**src/rtl/dmem_scrub_arbiter.sv**
```systemverilog
// dmem_scrub_arbiter
// Background ECC scrubber and CPU/scrub port arbiter for the Hamming-protected
// data memory. CPU accesses always win the memory port. In otherwise idle
// cycles the scrubber reads one word every INTERVAL+1 cycles. It writes back
// words that had a single-bit correction. It counts corrected and
// uncorrectable words, and pulses an interrupt for each uncorrectable word.
//
// Ports:
//   clk, rst          clock (rising edge), asynchronous active-low reset
//   scrub_en          enable background scrubbing
//   cnt_clr           synchronous clear of both error counters
//   cpu_req/WE/A/WD   CPU load/store port (byte address)
//   mem_A/WD/WE       memory port (word-addressed by A[AW+1:2])
//   mem_RD            corrected read data, combinational on mem_A
//   mem_s_err/d_err   single/double error flags for mem_A
//   scrub_busy        scrubber owns the address (READ or WB)
//   pass_done         one-cycle pulse when the scrub index wraps
//   corr_cnt          saturating count of corrected words written back
//   uncorr_cnt        saturating count of uncorrectable words found
//   uncorr_addr       byte address of the latest uncorrectable word
//   uncorr_irq        one-cycle pulse per uncorrectable detection
module dmem_scrub_arbiter #(
  parameter int unsigned DEPTH    = 1024,
  parameter int unsigned INTERVAL = 64,
  parameter int unsigned CNT_W    = 16
) (
  input  logic             clk,
  input  logic             rst,
  input  logic             scrub_en,
  input  logic             cnt_clr,
  input  logic             cpu_req,
  input  logic             cpu_WE,
  input  logic [31:0]      cpu_A,
  input  logic [31:0]      cpu_WD,
  output logic [31:0]      mem_A,
  output logic [31:0]      mem_WD,
  output logic             mem_WE,
  input  logic [31:0]      mem_RD,
  input  logic             mem_s_err,
  input  logic             mem_d_err,
  output logic             scrub_busy,
  output logic             pass_done,
  output logic [CNT_W-1:0] corr_cnt,
  output logic [CNT_W-1:0] uncorr_cnt,
  output logic [31:0]      uncorr_addr,
  output logic             uncorr_irq
);

  localparam int unsigned AW = (DEPTH > 1) ? $clog2(DEPTH) : 1;
  localparam int unsigned WW = (INTERVAL > 1) ? $clog2(INTERVAL) : 1;
  localparam logic [WW-1:0] WAIT_LOAD = WW'(INTERVAL - 1);
  localparam logic [AW-1:0] IDX_LAST  = AW'(DEPTH - 1);

  typedef enum logic [1:0] {IDLE, WAIT, READ, WB} state_t;

  state_t        state, state_nx;
  logic [AW-1:0] idx, idx_nx;
  logic [WW-1:0] wcnt, wcnt_nx;
  logic [31:0]   wb_data, wb_data_nx;
  logic          corr_inc, uncorr_inc, advance;
  logic [31:0]   scrub_addr;
  logic          idx_hit;
  logic          we_raw;

  assign scrub_addr = {{(30 - AW){1'b0}}, idx, 2'b00};
  assign idx_hit    = (cpu_A[AW+1:2] == idx);
  assign scrub_busy = (state == READ) || (state == WB);

  always_comb begin
    state_nx   = state;
    idx_nx     = idx;
    wcnt_nx    = wcnt;
    wb_data_nx = wb_data;
    corr_inc   = 1'b0;
    uncorr_inc = 1'b0;
    advance    = 1'b0;
    unique case (state)
      IDLE: begin
        if (scrub_en) begin
          state_nx = WAIT;
          wcnt_nx  = WAIT_LOAD;
        end
      end
      WAIT: begin
        if (!scrub_en)          state_nx = IDLE;
        else if (wcnt == '0)    state_nx = READ;
        else                    wcnt_nx  = wcnt - 1'b1;
      end
      READ: begin
        // Disable takes precedence: leave without sampling, idx held.
        if (!scrub_en) begin
          state_nx = IDLE;
        end else if (!cpu_req) begin
          if (mem_d_err) begin
            uncorr_inc = 1'b1;
            advance    = 1'b1;
          end else if (mem_s_err) begin
            wb_data_nx = mem_RD;
            state_nx   = WB;
          end else begin
            advance = 1'b1;
          end
        end
      end
      WB: begin
        // A CPU store to the same word supersedes the write-back; the
        // correction is still counted since the upset was found.
        if (!cpu_req || (cpu_WE && idx_hit)) begin
          corr_inc = 1'b1;
          advance  = 1'b1;
        end
      end
      default: state_nx = IDLE;
    endcase
    if (advance) begin
      idx_nx   = (idx == IDX_LAST) ? '0 : idx + 1'b1;
      state_nx = WAIT;
      wcnt_nx  = WAIT_LOAD;
    end
  end

  always_ff @(posedge clk or negedge rst) begin
    if (!rst) begin
      state       <= IDLE;
      idx         <= '0;
      wcnt        <= '0;
      wb_data     <= '0;
      pass_done   <= 1'b0;
      uncorr_irq  <= 1'b0;
      uncorr_addr <= '0;
      corr_cnt    <= '0;
      uncorr_cnt  <= '0;
    end else begin
      state      <= state_nx;
      idx        <= idx_nx;
      wcnt       <= wcnt_nx;
      wb_data    <= wb_data_nx;
      pass_done  <= advance && (idx == IDX_LAST);
      uncorr_irq <= uncorr_inc;
      if (uncorr_inc) uncorr_addr <= scrub_addr;
      if (cnt_clr) begin
        corr_cnt   <= '0;
        uncorr_cnt <= '0;
      end else begin
        if (corr_inc && (corr_cnt != '1))     corr_cnt   <= corr_cnt + 1'b1;
        if (uncorr_inc && (uncorr_cnt != '1)) uncorr_cnt <= uncorr_cnt + 1'b1;
      end
    end
  end

  // Port mux: CPU has absolute priority; the scrubber only drives the
  // address in READ and the full write port in WB.
  always_comb begin
    mem_A  = cpu_A;
    mem_WD = cpu_WD;
    we_raw = 1'b0;
    if (cpu_req) begin
      we_raw = cpu_WE;
    end else if (state == READ) begin
      mem_A = scrub_addr;
    end else if (state == WB) begin
      mem_A  = scrub_addr;
      mem_WD = wb_data;
      we_raw = 1'b1;
    end
    mem_WE = we_raw & rst;
  end

endmodule

```
**config.mk**
```make
export PLATFORM = sky130hd
export DESIGN_NAME = dmem_scrub_arbiter
export DESIGN_NICKNAME = d
export VERILOG_FILES = /design/src/rtl/dmem_scrub_arbiter.sv
export SDC_FILE = /design/constraint.sdc
export NUM_CORES = 1
export LEC_CHECK = 0
export ABC_AREA = 1
export CORE_ASPECT_RATIO = 0.8
export CORE_MARGIN = 2
export CORE_UTILIZATION = 44
export CTS_CLUSTER_SIZE = 30
export DETAILED_ROUTE_END_ITERATION = 10
export GPL_TIMING_DRIVEN = 0
export PLACE_DENSITY = 0.81
export SLEW_MARGIN = 20
export SYNTH_ARGS = -nofsm -noshare
export SYNTH_HDL_FRONTEND = slang
export SYNTH_SLANG_ARGS = --single-unit
```
**constraint.sdc**
```tcl
create_clock -name clk -period 2 [get_ports clk]
set_clock_uncertainty 0.2 [all_clocks]
set_input_delay 0.3 -clock clk [delete_from_list [all_inputs] [get_ports clk]]
set_output_delay 0.3 -clock clk [all_outputs]
set_load 0.01 [all_outputs]
```
After elaboration in Yosys (flattened, before gate mapping). Cells that the tools add are included.

Register bits: 94. Output and inout bits: 132. Logic and storage cells: 85.

$add $sub $neg: 4. Equal/unequal tests: 14. Mux-type cells: 39. Bitwise gates (word level): 3. Reduce and logical (&&, ||, !) cells: 16.

Operator list (count): $mux W32 (6); $mux W16 (4); $add A16 B1 Y16 const B (2); $ne A16 B16 Y1 const B (2); $mux W6 (4); $mux W2 (8); $ne A4 B4 Y1 const B (4); $mux W1 (13); $pmux W6 S2 (1); $add A10 B1 Y10 const B (1); $eq A10 B10 Y1 (1); $eq A10 B10 Y1 const B (1); $mux W10 (1); $ne A3 B3 Y1 const B (3); $logic_not A6 Y1 (1); $pmux W2 S3 (1); $reduce_and A6 Y1 (1); $sub A6 B1 Y6 const B (1); $reduce_and A5 Y1 (1); $eq A2 B2 Y1 const B (2); $logic_and A1 B1 Y1 (4); $reduce_and A4 Y1 (1); $reduce_bool A2 Y1 (2); $reduce_bool A4 Y1 (1); 8 further kinds (10).

Longest topological paths before layout.
Word-level depth: 8. Depth in mapped cells: 13. Mapped depth without buffers: 12.

Worst setup path before layout. Ideal clock, no wire load.

Path type: flip-flop to output port. From: reg state[0]. To: out mem_WD[0]. Arrival: 1.471 ns. Path slack: 0.029 ns. Cell stages (with the launch flop): 7. Buffers on the path: 1. Path through: dfrtp_1 -> inv_1 -> ha_1 -> inv_1 -> nand3_1 -> clkbuf_1 -> o21ai_0.

Word-level cells in the longest chain between the ends: 4. Elaborated cells on any way between the ends: 5.

RTL lines: start: declaration (RTL line 56) `state_t state, state_nx;`; start signal: assignment (RTL line 134) `state <= state_nx;`; $eq A2 B2 Y1 (RTL line 161) `end else if (state == WB) begin`; $mux W32 (RTL line 161); $mux W32 * (RTL line 159) `end else if (state == READ) begin`; $mux W32 * (RTL line 157) `if (cpu_req) begin`; end: declaration (RTL line 36) `output logic [31:0] mem_WD,`.

Mark *: on every way between the ends. The rest lies on a longest branch, timed or not.

Worst setup path after layout.
From: reg state[0]. To: out mem_A[7].

Word-level cells in the longest chain between the ends: 4. Elaborated cells on any way between the ends: 5.

RTL lines: $eq A2 B2 Y1 (RTL line 161); $mux W32 (RTL line 161); $mux W32 * (RTL line 159); $mux W32 * (RTL line 157); end: declaration (RTL line 35) `output logic [31:0] mem_A,`.

Marks and branches as above.

==> results.py <==
metrics = {
    "run_status": {
        "status": "finished with violations",
        "failed_checks": "negative hold slack, negative setup slack",
    },
    "synth": {
        "synth_edf_count": 0,
        "yosys.area.top_type_share_pct": 40.2,
        "ys_types": 35,
        "synth.ff_latch_count": 94,
        "syn-cell-area_um2": 5860,
        "yosys_most_used_dff": "dfrtp_1",
        "synth_top_area_cell": "dfrtp_1",
        "ys_seq_area_share_pct": 40.2,
        "yosys_warnings": 0,
        "postSynthAreaPerCell_um2": 7.05,
        "synth_area_leaders": "dfrtp_1, nand2_1, nor2_1",
        "async_reset_ff_share_pct": 100,
        "syn_inst": 831,
    },
    "timing": {
        "hold_ws_ns": -0.286,
        "fin_crit_ns": 2.31,
        "finalSetupViolations": 70,
        "hold_viol": 52,
        "slew_viol_final": 0,
        "finalCritPeriodShare_pct": 116,
        "rsz0062_at_grt": "yes",
        "fin_tns_setup_ns": -17.07,
        "fmax_mhz": 432,
        "layout_setup_ws_ns": -0.315,
    },
    "cts": {
        "numCtsBuffers": 9,
        "max-clock-path-buffers": 2,
        "cts_hold_buf": 3,
        "h-tree-depth": 3,
        "clkSinkCount": 94,
        "cts.root.buffer_cell": "clkbuf_16",
        "cts_tree": "yes",
        "cts.clk_slew.worst_paths_ns": 0.07,
        "clock_latency_ns": 0.35,
    },
    "setup_path": {
        "worstPathCellList": "buf_6, ha_4, inv_4, nand2_4, nand2_8, clkbuf_8, o21ai_1, buf_2",
        "end_kind": "output port",
        "worstPathArrival_ns": 1.81,
        "cp-start-kind": "flip-flop",
        "crit_fanout": 10,
        "crit_type": "reg2out",
        "worstReg2RegStart": "state[0]",
        "cp_slowest_stage_delay_ns": 0.41,
        "worst_path_max_delay_cell": "dfrtp_1",
        "r2r_end": "uncorr_cnt[3]",
        "crit_required_ns": 1.50,
        "reg2reg_depth": 12,
        "r2r_slack_ns": -0.07,
    },
    "detailed_routing": {
        "first_pass_iters": 8,
        "drc": 0,
        "vias_per_cell": 5.10,
        "drt_iter0_markers": 455,
        "final_antenna_net_count": 0,
        "wl_mm": 20.0,
        "vias": 6671,
        "wl_per_cell_um": 15.3,
    },
    "power_and_ir_drop": {
        "vdd_ir_drop_max_mv": 0.626,
        "power_density_nw_per_um2": 971,
        "p_leak_nw": 4.73,
    },
    "cells_and_area": {
        "num-nets-final": 1243,
        "layout_commonest_cell": "nand2_1",
        "drive_above_1_share_pct": 29.3,
        "seq_area_um2": 2360,
        "fillCellCount": 931,
        "syn_to_final_growth_pct": 65.0,
        "multi_input_area_um2": 3510,
        "diodes": 0,
        "final_cell_mix": "nand2_1, clkdlybuf4s50_1, nor2_1",
    },
    "run": {
        "drv_cap": 0,
    },
    "floorplanning": {
        "initial_utilization_pct": 45.3,
        "rows": 37,
        "fp.dieH_um": 107,
        "core_area_um2": 12900,
        "die_x_um": 133,
        "die_area_um2": 14300,
        "io_pins": 236,
    },
    "placement": {
        "io_buffer_count": 213,
        "place.gp.congestion": 0.860,
        "hpwl_mm": 12.7,
    },
    "grt": {
        "grt_overflow": 0,
        "antenna_found_initial": 0,
        "grt_max_degree": 54,
        "grt_pass1_vias": 6247,
        "grt_use_total_pct": 26.0,
        "grt_pass1_wl_mm": 29.9,
    },
    "hold_path": {
        "hp-class": "in2async",
    },
}
==> worst max path at each step <==
stage,startpoint,cells after the start,end,slack (ns)
final,state[0],8,mem_A[7],-0.31
after global routing,state[0],9,mem_A[5],-0.34
after detailed placement,cpu_req,7,mem_WD[17],-1.03
after CTS,state[0],9,mem_A[15],-0.28
after floorplan,state[0],6,mem_WD[0],0.03
after global placement,rst,3,mem_WE,-3.43
==> logic make-up after synthesis <==
| logic type | count (synthesis) | synth area share [%] |
|---|---|---|
| AOI/OAI and AO/OA | 115 | 10.2 |
| xor gates and xnor gates | 28 | 4.19 |
| adders and majority gates | 9 | 1.92 |
| buffers and inverters | 166 | 12.4 |
| DFF | 94 | 40.2 |
| other | 1 | 0.0640 |
| and+or+nand+nor | 418 | 31.1 |
==> state kept, by name, summed over array words and instances, names as in the netlist <==
name,count
pass_done,1
uncorr_cnt,16
idx,10
wb_data,32
uncorr_irq,1
state,2
uncorr_addr,10
corr_cnt,16
wcnt,6
==> per-layer routing <==
layer  vias to the layer above  track usage [%]  wire length (µm)
met5                         -                0                 0
met4                         0             9.29               634
met3                        59             6.86              1490
met2                       332             43.7              9860
met1                      3105             32.6              8000
li1                       3175                -                 -
==> cell usage after synthesis (2+ instances only) <==
library cell and n:
nand2_1 185, a21oi_1 36, o21ai_0 67, nand3_1 54, xor2_1 24, inv_2 9, nand2_4 4, o31ai_1 2
nor3_1 9, nor3b_1 2, nand2_2 14, buf_4 23, nor2_1 126, xnor2_1 4, inv_1 107, ha_1 9
dfrtp_1 94, nor3_2 2, buf_2 5, nor2_2 2, o21ai_1 5, clkbuf_1 21, nand4_1 15
==> worst max-delay path: cells and delay by family, from the launching register on <==
kind | cells | cell delay (ns)
buffers and inverters | 4 | 0.52
adders and majority gates | 1 | 0.21
AOI/OAI and AO/OA | 1 | 0.14
DFF | 1 | 0.41
and+or+nand+nor | 2 | 0.18
==> metrics by stage <==
stage / cells / setup slack (ns) / power (mW) / area (µm²) / util, %
6_report: 1309 / -0.315 / 9.39 / 9660 / 74.8
3_5_place_dp: 1241 / -1.03 / 6.49 / 8320 / 64.4
2_1_floorplan: 852 / 0.0285 / 4.77 / 5940 / -
3_3_place_gp: 1240 / -3.43 / 6.40 / 8290 / 64.2
4_1_cts: 1290 / -0.277 / 8.61 / 9010 / 69.8
5_1_grt: 1309 / -0.340 / 9.97 / 9660 / 74.8
==> area by class of cell <==
cell class | count | share of cell area (%)
plain buffers | 50 | 4.58
clock buffers | 10 | 2.47
clock inverters | 5 | 0.375
inverters | 116 | 4.69
multi-input cells | 595 | 36.4
flip-flops and latches | 94 | 24.4
well taps | 175 | 2.27
repair buffers | 264 | 24.9
==> report_power, final <==
| part | total, mW | switching [mW] | internal [mW] |
|---|---|---|---|
| Sequential | 2.79 | 0.339 | 2.45 |
| Combinational | 4.97 | 2.74 | 2.23 |
| Clock | 1.63 | 0.756 | 0.870 |
==> what timing repair did <==
item,4_1_cts,5_1_grt
setup endpoints to repair,109,124
gates cloned,11,2
endpoints found under the hold margin,42,52
pin swaps,9,16
gates resized for setup,437,137
setup buffers,20,18
No activity file was read; power rests on OpenSTA's default activity.
